File: src/rtl/regfile_write_arb.sv
// Round-robin write-port arbiter: N_REQ requesters share one register-file
// write port, one registered write per cycle, with stall and async reset.
module regfile_write_arb #(
    parameter int N_REQ  = 4,
    parameter int ADDR_W = 3,
    parameter int DATA_W = 32
) (
    input  logic                     clk,
    input  logic                     reset,
    input  logic                     stall,
    input  logic [N_REQ-1:0]         req_valid,
    input  logic [N_REQ*ADDR_W-1:0]  req_addr,
    input  logic [N_REQ*DATA_W-1:0]  req_data,
    output logic [N_REQ-1:0]         req_ready,
    output logic                     wr_en,
    output logic [ADDR_W-1:0]        wr_addr,
    output logic [DATA_W-1:0]        wr_data,
    output logic [2:0]               wr_src
);

    localparam int PTR_W = (N_REQ > 1) ? $clog2(N_REQ) : 1;

    logic [PTR_W-1:0] r_ptr;
    logic [PTR_W-1:0] w_scan;
    logic [PTR_W-1:0] w_gnt_idx;
    logic [PTR_W-1:0] w_ptr_next;
    logic [N_REQ-1:0] w_grant;
    logic             w_fire;

    // NOTE: every always_comb output gets a default first so no path leaves it unassigned (no latch).
    always_comb begin
        w_grant   = '0;
        w_fire    = 1'b0;
        w_gnt_idx = '0;
        w_scan    = '0;
        for (int k = 0; k < N_REQ; k++) begin
            w_scan = PTR_W'((int'(r_ptr) + k) % N_REQ);
            if (!w_fire && req_valid[w_scan]) begin
                w_fire    = 1'b1;
                w_gnt_idx = w_scan;
            end
        end
        // Stall and reset override any grant, so no handshake can complete.
        if (stall || reset) begin
            w_fire = 1'b0;
        end
        if (w_fire) begin
            w_grant[w_gnt_idx] = 1'b1;
        end
    end

    assign req_ready  = w_grant;
    assign w_ptr_next = (w_gnt_idx == PTR_W'(N_REQ - 1)) ? '0 : w_gnt_idx + 1'b1;

    // NOTE: sequential state uses non-blocking assignments so all registers update from pre-edge values.
    always_ff @(posedge clk or posedge reset) begin
        if (reset) begin
            r_ptr   <= '0;
            wr_en   <= 1'b0;
            wr_addr <= '0;
            wr_data <= '0;
            wr_src  <= '0;
        end else begin
            wr_en <= w_fire;
            if (w_fire) begin
                r_ptr   <= w_ptr_next;
                wr_addr <= req_addr[w_gnt_idx*ADDR_W +: ADDR_W];
                wr_data <= req_data[w_gnt_idx*DATA_W +: DATA_W];
                wr_src  <= 3'(w_gnt_idx);
            end
        end
    end

endmodule

File: config.mk
export PLATFORM = sky130hd
export DESIGN_NAME = regfile_write_arb
export DESIGN_NICKNAME = d
export VERILOG_FILES = /design/src/rtl/regfile_write_arb.sv
export SDC_FILE = /design/constraint.sdc
export NUM_CORES = 1
export LEC_CHECK = 0
export CAP_MARGIN = 5
export CORE_MARGIN = 5
export CORE_UTILIZATION = 32
export CTS_CLUSTER_SIZE = 10
export DETAILED_ROUTE_END_ITERATION = 7
export PLACE_DENSITY = 0.79
export SKIP_CTS_REPAIR_TIMING = 1
export SLEW_MARGIN = 20
export SYNTH_ARGS = -nofsm -noshare
export SYNTH_HDL_FRONTEND = slang
export SYNTH_SLANG_ARGS = --single-unit
export TNS_END_PERCENT = 5
File: constraint.sdc
create_clock -name clk -period 1.92 [get_ports clk]
set_clock_uncertainty 0.2 [all_clocks]
set_input_delay 0.192 -clock clk [delete_from_list [all_inputs] [get_ports clk]]
set_output_delay 0.192 -clock clk [all_outputs]
set_load 0.01 [all_outputs]
==> Word-level counts from Yosys, hierarchy flattened <==
Cells that the tools add are included.
{ "totals": {"ff_bits": 40, "word_cells": 48, "in_bits": 147, "output_inout_bits": 43} }
{ "classes": {"eq_ne": 1, "n_lt_le_gt_ge": 6, "n_addsub": 4, "n_mul": 1, "mux": 21, "shifts": 2, "reduce_logical": 8} }
{ "op_table": {"columns": ["op", "n"], "rows": [
  ["$shiftx 128x8->32", 1],
  ["$lt 2x3->1 const B", 5],
  ["$shiftx 12x5->3", 1],
  ["$mux 1", 10],
  ["$mux 2", 5],
  ["$bmux 1 s2", 4],
  ["$add 2x1->2 const B", 2],
  ["$add 2x2->2 const B", 2],
  ["$logic_and 1x1->1", 4],
  ["$mul 2x2->4 const B", 1],
  ["$mux 4", 1],
  ["$logic_not 1->1", 3],
  ["$demux 1 s2", 1],
  ["$eq 2x2->1 const B", 1],
  ["$ge 2x1->1 const B", 1],
  ["$logic_or 1x1->1", 1]
]} }

==> Depth between registers and ports, before layout <==
Gate-level depths: netlist (run 1).
{ "logic_depth": {"word_depth": 17, "depth_mapped": 9} }

==> Worst setup path after synthesis (run 1) <==
No wires, ideal clock.
{ "synth_timing": {"path_kind": "flip-flop to output port", "startpoint": "register r_ptr[1]", "endpoint": "output req_ready[3]", "required_ns": 1.528, "path_stages_with_launch": 9, "arrival_ns": 1.655, "path_slack_ns": -0.127, "cell_sequence": "dfrtp_1 buf_6 or3b_1 o221ai_1 buf_6 buf_12 inv_1 ha_1 and2_1"} }
{ "synth_via": {"elab_chain_cells": 17} }
{ "synth_rtl": {"columns": ["element", "line_no", "source"], "rows": [
  ["start, declared", "23", "logic [PTR_W-1:0] r_ptr;"],
  ["start signal, assigned", "66", "r_ptr <= w_ptr_next;"],
  ["parallel branches: the longest is 16 deep, another holds $lt 2x3->1", null, null],
  ["$mux 4 *", "47", "if (w_fire) begin"],
  ["end, declared", "14", "output logic [N_REQ-1:0] req_ready,"]
]} }
Mark *: on every way between the ends. The select of a mux whose other input is x is not followed.

==> Worst setup path after layout (run 1) <==
Ends and elaborated chain as after synthesis.

==> results of run 1 <==
-- kinds of logic (layout without fill, tap and decap cells) --
group,Yosys count,in the layout
AND/OR/NAND/NOR,22,22
adder cells (fa/ha/maj),1,1
AO/OA/AOI/OAI,84,84
other,1,1
flip-flops,40,40
buffers and inverters,61,268
multiplexers,36,36
-- Yosys cell counts, types with 2 or more instances --
master / instances / area (um^2)
o221ai_2: 24 / 360
a21oi_1: 2 / 10.0
o221ai_1: 12 / 105
buf_6: 5 / 56.3
a22oi_1: 35 / 263
o21ai_0: 2 / 10.0
inv_1: 39 / 146
dfrtp_1: 40 / 1000
mux2i_1: 36 / 360
clkbuf_1: 5 / 18.8
nor2_1: 6 / 22.5
nand2b_1: 3 / 18.8
buf_2: 6 / 30.0
buf_4: 2 / 15.0
buf_12: 3 / 60.1
nand2_1: 6 / 22.5
a21o_1: 2 / 15.0
-- area by class of cell --
type / instances / area (um^2)
fill: 684 / 3260
timing repair buffer: 220 / 2160
multi-input combinational: 144 / 1390
sequential: 40 / 1000
inverter: 40 / 153
tap: 105 / 131
clock buffer: 8 / 90.1
-- registers in the layout (all words and copies together), names as in the netlist --
register  count
wr_data      32
wr_addr       3
r_ptr         2
wr_src        2
wr_en         1
-- worst min path at each step --
stage | endpoint | slack, ps | cells past startpoint | from
final | r_ptr[0] | 30 | 3 | reset
after global routing | wr_src[0] | 50 | 3 | reset
after CTS | r_ptr[1] | 20 | 3 | reset
after detailed placement | wr_src[0] | 280 | 1 | wr_src[0]
after global placement | wr_src[1] | 260 | 2 | wr_src[1]
after floorplan | wr_addr[2] | 140 | 2 | req_addr[5]
-- critical path: cells and delay by family (launching register included) --
| kind | cells | cell delay, ps |
|---|---|---|
| DFF | 1 | 460 |
| buffers and inverters | 3 | 330 |
| AOI/OAI and AO/OA | 1 | 270 |
| muxes | 1 | 170 |
| adders and majority gates | 1 | 150 |
| and+or+nand+nor | 1 | 120 |
-- metal layers --
layer  GRT usage, %  vias up  wire [um]
met5              0        -          0
met4           4.29        0        157
met3           6.82       14       1050
met2           34.4      134       5020
met1           21.5     1366       3750
li1               -     1339          -
-- metrics by stage --
| stage | util (%) | instances | total power (uW) | cell area, um^2 | hold slack, ps |
|---|---|---|---|---|---|
| after global routing | 60.2 | 557 | 4460 | 4920 | 45.1 |
| after CTS | 59.6 | 555 | 4190 | 4870 | 19.9 |
| after detailed placement | 58.5 | 547 | 3580 | 4780 | 277 |
| after global placement | 58.5 | 547 | 3520 | 4780 | 260 |
| after floorplan | - | 245 | 2460 | 2690 | 137 |
| final | 60.2 | 557 | 4180 | 4920 | 27.9 |
-- where the power goes --
part           internal [uW]  leakage, uW  switching [uW]
Sequential              1130     0.000494             184
Clock                    294    0.0000455             290
Combinational           1360      0.00163             923
Total                   2790      0.00217            1400
==> results.yml, run 1 <==
placement:
  dp_hpwl_mm: 7.77
  io_buffers: 188
  dp_slack_ps: -628
  place_congestion: 0.857
pwr:
  peakVddDrop_uv: 451
  p_leak_uw: 0.00217
  p_per_area_mw_per_mm2: 850
floorplanning:
  initial_core_util_pct: 32.6
  io_pins: 190
  fp-row-count: 33
  coreArea_mm2: 0.00818
  die_y_um: 101
  die-area_mm2: 0.0103
  fp.dieW_um: 101
synthesis:
  ys_ff_latch: 40
  synth.area.mux_share_pct: 13.5
  synthArstFlopShare_pct: 100
  avgSynthCellArea_um2: 10.9
  synthDistinctLibCells: 34
  syn_area_mm2: 0.00267
  yosys.area_share.simple_pct: 4.37
  ys_warn_count: 0
  synth_edf_count: 0
  synth_nets: 393
  synth_xor_area_share_pct: 0
  synthAdderAreaFrac_pct: 0.469
  synth_top_family_by_area: "compound AO/OA/AOI/OAI gates"
  ys.flop_type: "dfrtp_1"
  synth_compound_area_share_pct: 31.5
  synth_cells: 245
  ys_seq_area_share_pct: 37.6
timing:
  setup_viol_count_final: 38
  setup_slack_ps: -260
  grt_setup_unrepaired: "true"
  tns_ps: -7840
  fin_crit_ps: 2180
  finalMaxSlewViolations: 0
  fmax_mhz: 459
  fin_crit_sh_pct: 114
  hold_viol_final: 0
clocking:
  clkTransAtPathRegs_ps: 80
  clock-sinks: 40
  cts_tree: "yes"
  numCtsBuffers: 5
  h-tree-depth: 2
  root_buffer: "clkbuf_8"
  clock_latency_ps: 280
  cts_buffer_depth: 2
critical_path:
  cp_data_required_time_ps: 1530
  reg2reg_from: "r_ptr[1]"
  critPathArrivalTime_ps: 1790
  cp_max_fo: 8
  critical-path-max-stage-delay_ps: 460
  rr_endpoint: "wr_data[4]"
  start_kind: "flop"
  critical_path.slowest_cell: "dfrtp_2"
  crit_type: "flop to output pin"
  worstPathCellList: "buf_4 > mux2i_2 > o221ai_4 > inv_4 > ha_4 > and2_4 > clkbuf_2"
  regToRegSetupSlack_ps: -250
  crit_path_end: "req_ready[3]"
  endpoint_kind: "output pin"
  reg2reg_depth: 6
  critPathLaunch: "r_ptr[1]"
global_route:
  gr-usage-all-layers_pct: 19.1
  grt_pass1_wl_mm: 15.6
  antenna_found_initial: 0
  grt_overflow_total: 0
  grt_max_degree: 40
  grt_pass1_vias: 3116
flow_run:
  max_cap_viol_count: 0
run_status:
  violations: "setup timing"
  status: "finished, violations left"
detailed_routing:
  drt-total-wl_mm: 9.97
  first_pass_iters: 4
  ant_nets: 0
  post_drt_wl_per_cell_um: 17.9
  drtIter0Drc: 113
  vias: 2853
  drc: 0
  vias_per_cell: 5.12
final_layout:
  drive_gt1_share_pct: 17.7
  fin_nets: 599
  layout_common_cells: "181 x clkdlybuf4s50_1, 39 x dfrtp_1, 37 x inv_1, 35 x mux2i_1, 35 x a22oi_1"
  area_delta_synth_final_pct: 84.6
  final_common_cell: "clkdlybuf4s50_1"
  n_antenna_cell: 0
worst_hold_path:
  hp-class: "input pin to asynchronous set/reset pin"
No activity file was read; power rests on OpenSTA's default activity.
==> inputs of run 2 (changes only) <==
--- a/config.mk
+++ b/config.mk
@@ -6,11 +6,14 @@
 export NUM_CORES = 1
 export LEC_CHECK = 0
 export CAP_MARGIN = 5
+export CORE_ASPECT_RATIO = 0.7
 export CORE_MARGIN = 5
 export CORE_UTILIZATION = 32
 export CTS_CLUSTER_SIZE = 10
 export DETAILED_ROUTE_END_ITERATION = 7
+export MAX_ROUTING_LAYER = met4
 export PLACE_DENSITY = 0.79
+export SETUP_SLACK_MARGIN = 0.5
 export SKIP_CTS_REPAIR_TIMING = 1
 export SLEW_MARGIN = 20
 export SYNTH_ARGS = -nofsm -noshare
==> run 2 against run 1 <==
The run still ends with setup timing left. Combinational power about the same. Fmax about the same. Clock power up 59%. First-iteration DRC count down 17%. Utilization up 3.7 points. Total power up 7.2%. Sequential power about the same. Flip-flop and latch count unchanged. Largest cell class unchanged. Clock-buffer cell count down 3. Via count down 1.1%. Critical path type unchanged.
==> results.yml, run 2 (synthesis gave the netlist of run 1 again) <==
floorplanning:
  io_pins: 190
  die-area_mm2: 0.0103
  coreArea_mm2: 0.00797
  fp-row-count: 27
  die_y_um: 86.4
  fp.dieW_um: 119
  initial_core_util_pct: 33.4
final_layout:
  reg_top3: "wr_data x32, wr_addr x3"
  top_register: "wr_data"
  n_antenna_cell: 0
  layout_common_cells: "142 x clkdlybuf4s50_1, 42 x dlymetal6s2s_1, 38 x dfrtp_1, 36 x inv_1"
  fin_nets: 597
  drive_gt1_share_pct: 18.7
  final_common_cell: "clkdlybuf4s50_1"
  fillerInstances: 641
  final_area_mm2: 0.00509
  fin_cells: 551
  area_delta_synth_final_pct: 91.0
  largest_reg_flops: 32
timing:
  hold_viol_final: 0
  setup_slack_ps: -258
  fin_crit_sh_pct: 113
  grt_setup_unrepaired: "true"
  fmax_mhz: 459
  fin_crit_ps: 2180
  setup_viol_count_final: 37
  whs_ps: 174
  finalMaxSlewViolations: 0
critical_path:
  critPathArrivalTime_ps: 1790
  regToRegSetupSlack_ps: -190
  cp_max_fo: 6
  start_kind: "flop"
  endpoint_kind: "output pin"
  crit_type: "flop to output pin"
  cp_data_required_time_ps: 1530
clocking:
  h-tree-depth: 2
  root_buffer: "clkbuf_16"
  clkTransAtPathRegs_ps: 60
  cts_tree: "yes"
  clock-sinks: 40
  cts_buffer_depth: 2
  clock_latency_ps: 270
  numCtsBuffers: 5
placement:
  dp_slack_ps: -623
  dp_hpwl_mm: 7.71
  dpl_cell_area_mm2: 0.00475
  io_buffers: 188
  place_congestion: 0.806
  dp.cells: 539
run_status:
  status: "finished, violations left"
  violations: "setup timing"
pwr:
  clockPowerShare_pct: 20.7
  seq_power_share_pct: 29.3
  comb_power_share_pct: 50.1
  p_per_area_mw_per_mm2: 882
  switching_power_uw: 1430
  p_leak_uw: 0.00264
  peakVddDrop_uv: 437
  swShare_pct: 31.9
  p_int_uw: 3060
detailed_routing:
  first_pass_iters: 4
  drc: 0
  post_drt_wl_per_cell_um: 18.0
  drt-total-wl_mm: 9.91
  drtIter0Drc: 94
  vias: 2821
  ant_nets: 0
  vias_per_cell: 5.12
global_route:
  grt_pass1_wl_mm: 15.3
  grt_overflow_total: 0
  gr-usage-all-layers_pct: 19.0
  antenna_found_initial: 0
  grt_pass1_vias: 3005
  grt_max_degree: 41
flow_run:
  max_cap_viol_count: 0
worst_hold_path:
  hp-class: "input pin to asynchronous set/reset pin"
[run 2: worst paths after layout]
kind,endpoint,cells past startpoint,from
setup / recovery,req_ready[3],7,r_ptr[1]
hold / removal,wr_data[17],4,reset
setup reg to reg,wr_data[3],6,r_ptr[1]
hold reg to reg,wr_src[1],2,wr_src[1]
max in group asynchronous,r_ptr[1],4,reset
min in group clk,wr_src[1],2,wr_src[1]
[run 2: power groups by stage]
stage | combinational (uW) | clock [uW] | sequential [uW]
detailed placement | 2240 | 0 | 1340
finish | 2250 | 928 | 1310
floorplan | 1040 | 0 | 1430
CTS | 2240 | 961 | 1330
global placement | 2180 | 0 | 1320
global route | 2420 | 1010 | 1350
[run 2: cell type report]
| type | instances | area [um^2] | share of cell area, % |
|---|---|---|---|
| multi-input cells | 144 | 1400 | 27.5 |
| flip-flops and latches | 40 | 1000 | 19.7 |
| inverters | 40 | 153 | 3.00 |
| clock inverters | 3 | 42.5 | 0.836 |
| well taps | 101 | 126 | 2.48 |
| clock buffers | 5 | 125 | 2.46 |
| repair buffers | 218 | 2240 | 44.1 |
[run 2: through the flow]
stage	utilization (%)	power [uW]	setup TNS [ps]
4_1_cts	61.6	4530	-9580
2_1_floorplan	-	2460	-31.1
5_1_grt	63.8	4780	-8000
3_3_place_gp	59.5	3510	-17850
3_5_place_dp	59.5	3580	-19760
6_report	63.8	4490	-4800
[run 2: critical path: stages, from the launching register on]
cell,delay (ps)
dfrtp_2,440
buf_6,140
mux2i_4,190
o221ai_4,290
inv_4,60
ha_4,160
and2_4,130
buf_6,110
[run 2: per-layer routing]
metal  part of all wire (%)  up-vias  GRT usage, %
met4                    1.5        0          4.00
met1                     41     1340          22.3
met5                      0        -             -
met2                     48      133          32.1
li1                       -     1334             -
met3                    8.9       14          6.13
==> inputs of run 3 (changes only) <==
--- a/config.mk
+++ b/config.mk
@@ -9,6 +9,7 @@
 export CORE_ASPECT_RATIO = 0.7
 export CORE_MARGIN = 5
 export CORE_UTILIZATION = 32
+export CTS_CLUSTER_DIAMETER = 40
 export CTS_CLUSTER_SIZE = 10
 export DETAILED_ROUTE_END_ITERATION = 7
 export MAX_ROUTING_LAYER = met4
==> results of run 3 <==
Final layout, timing and power as in run 2 (identical DEF).
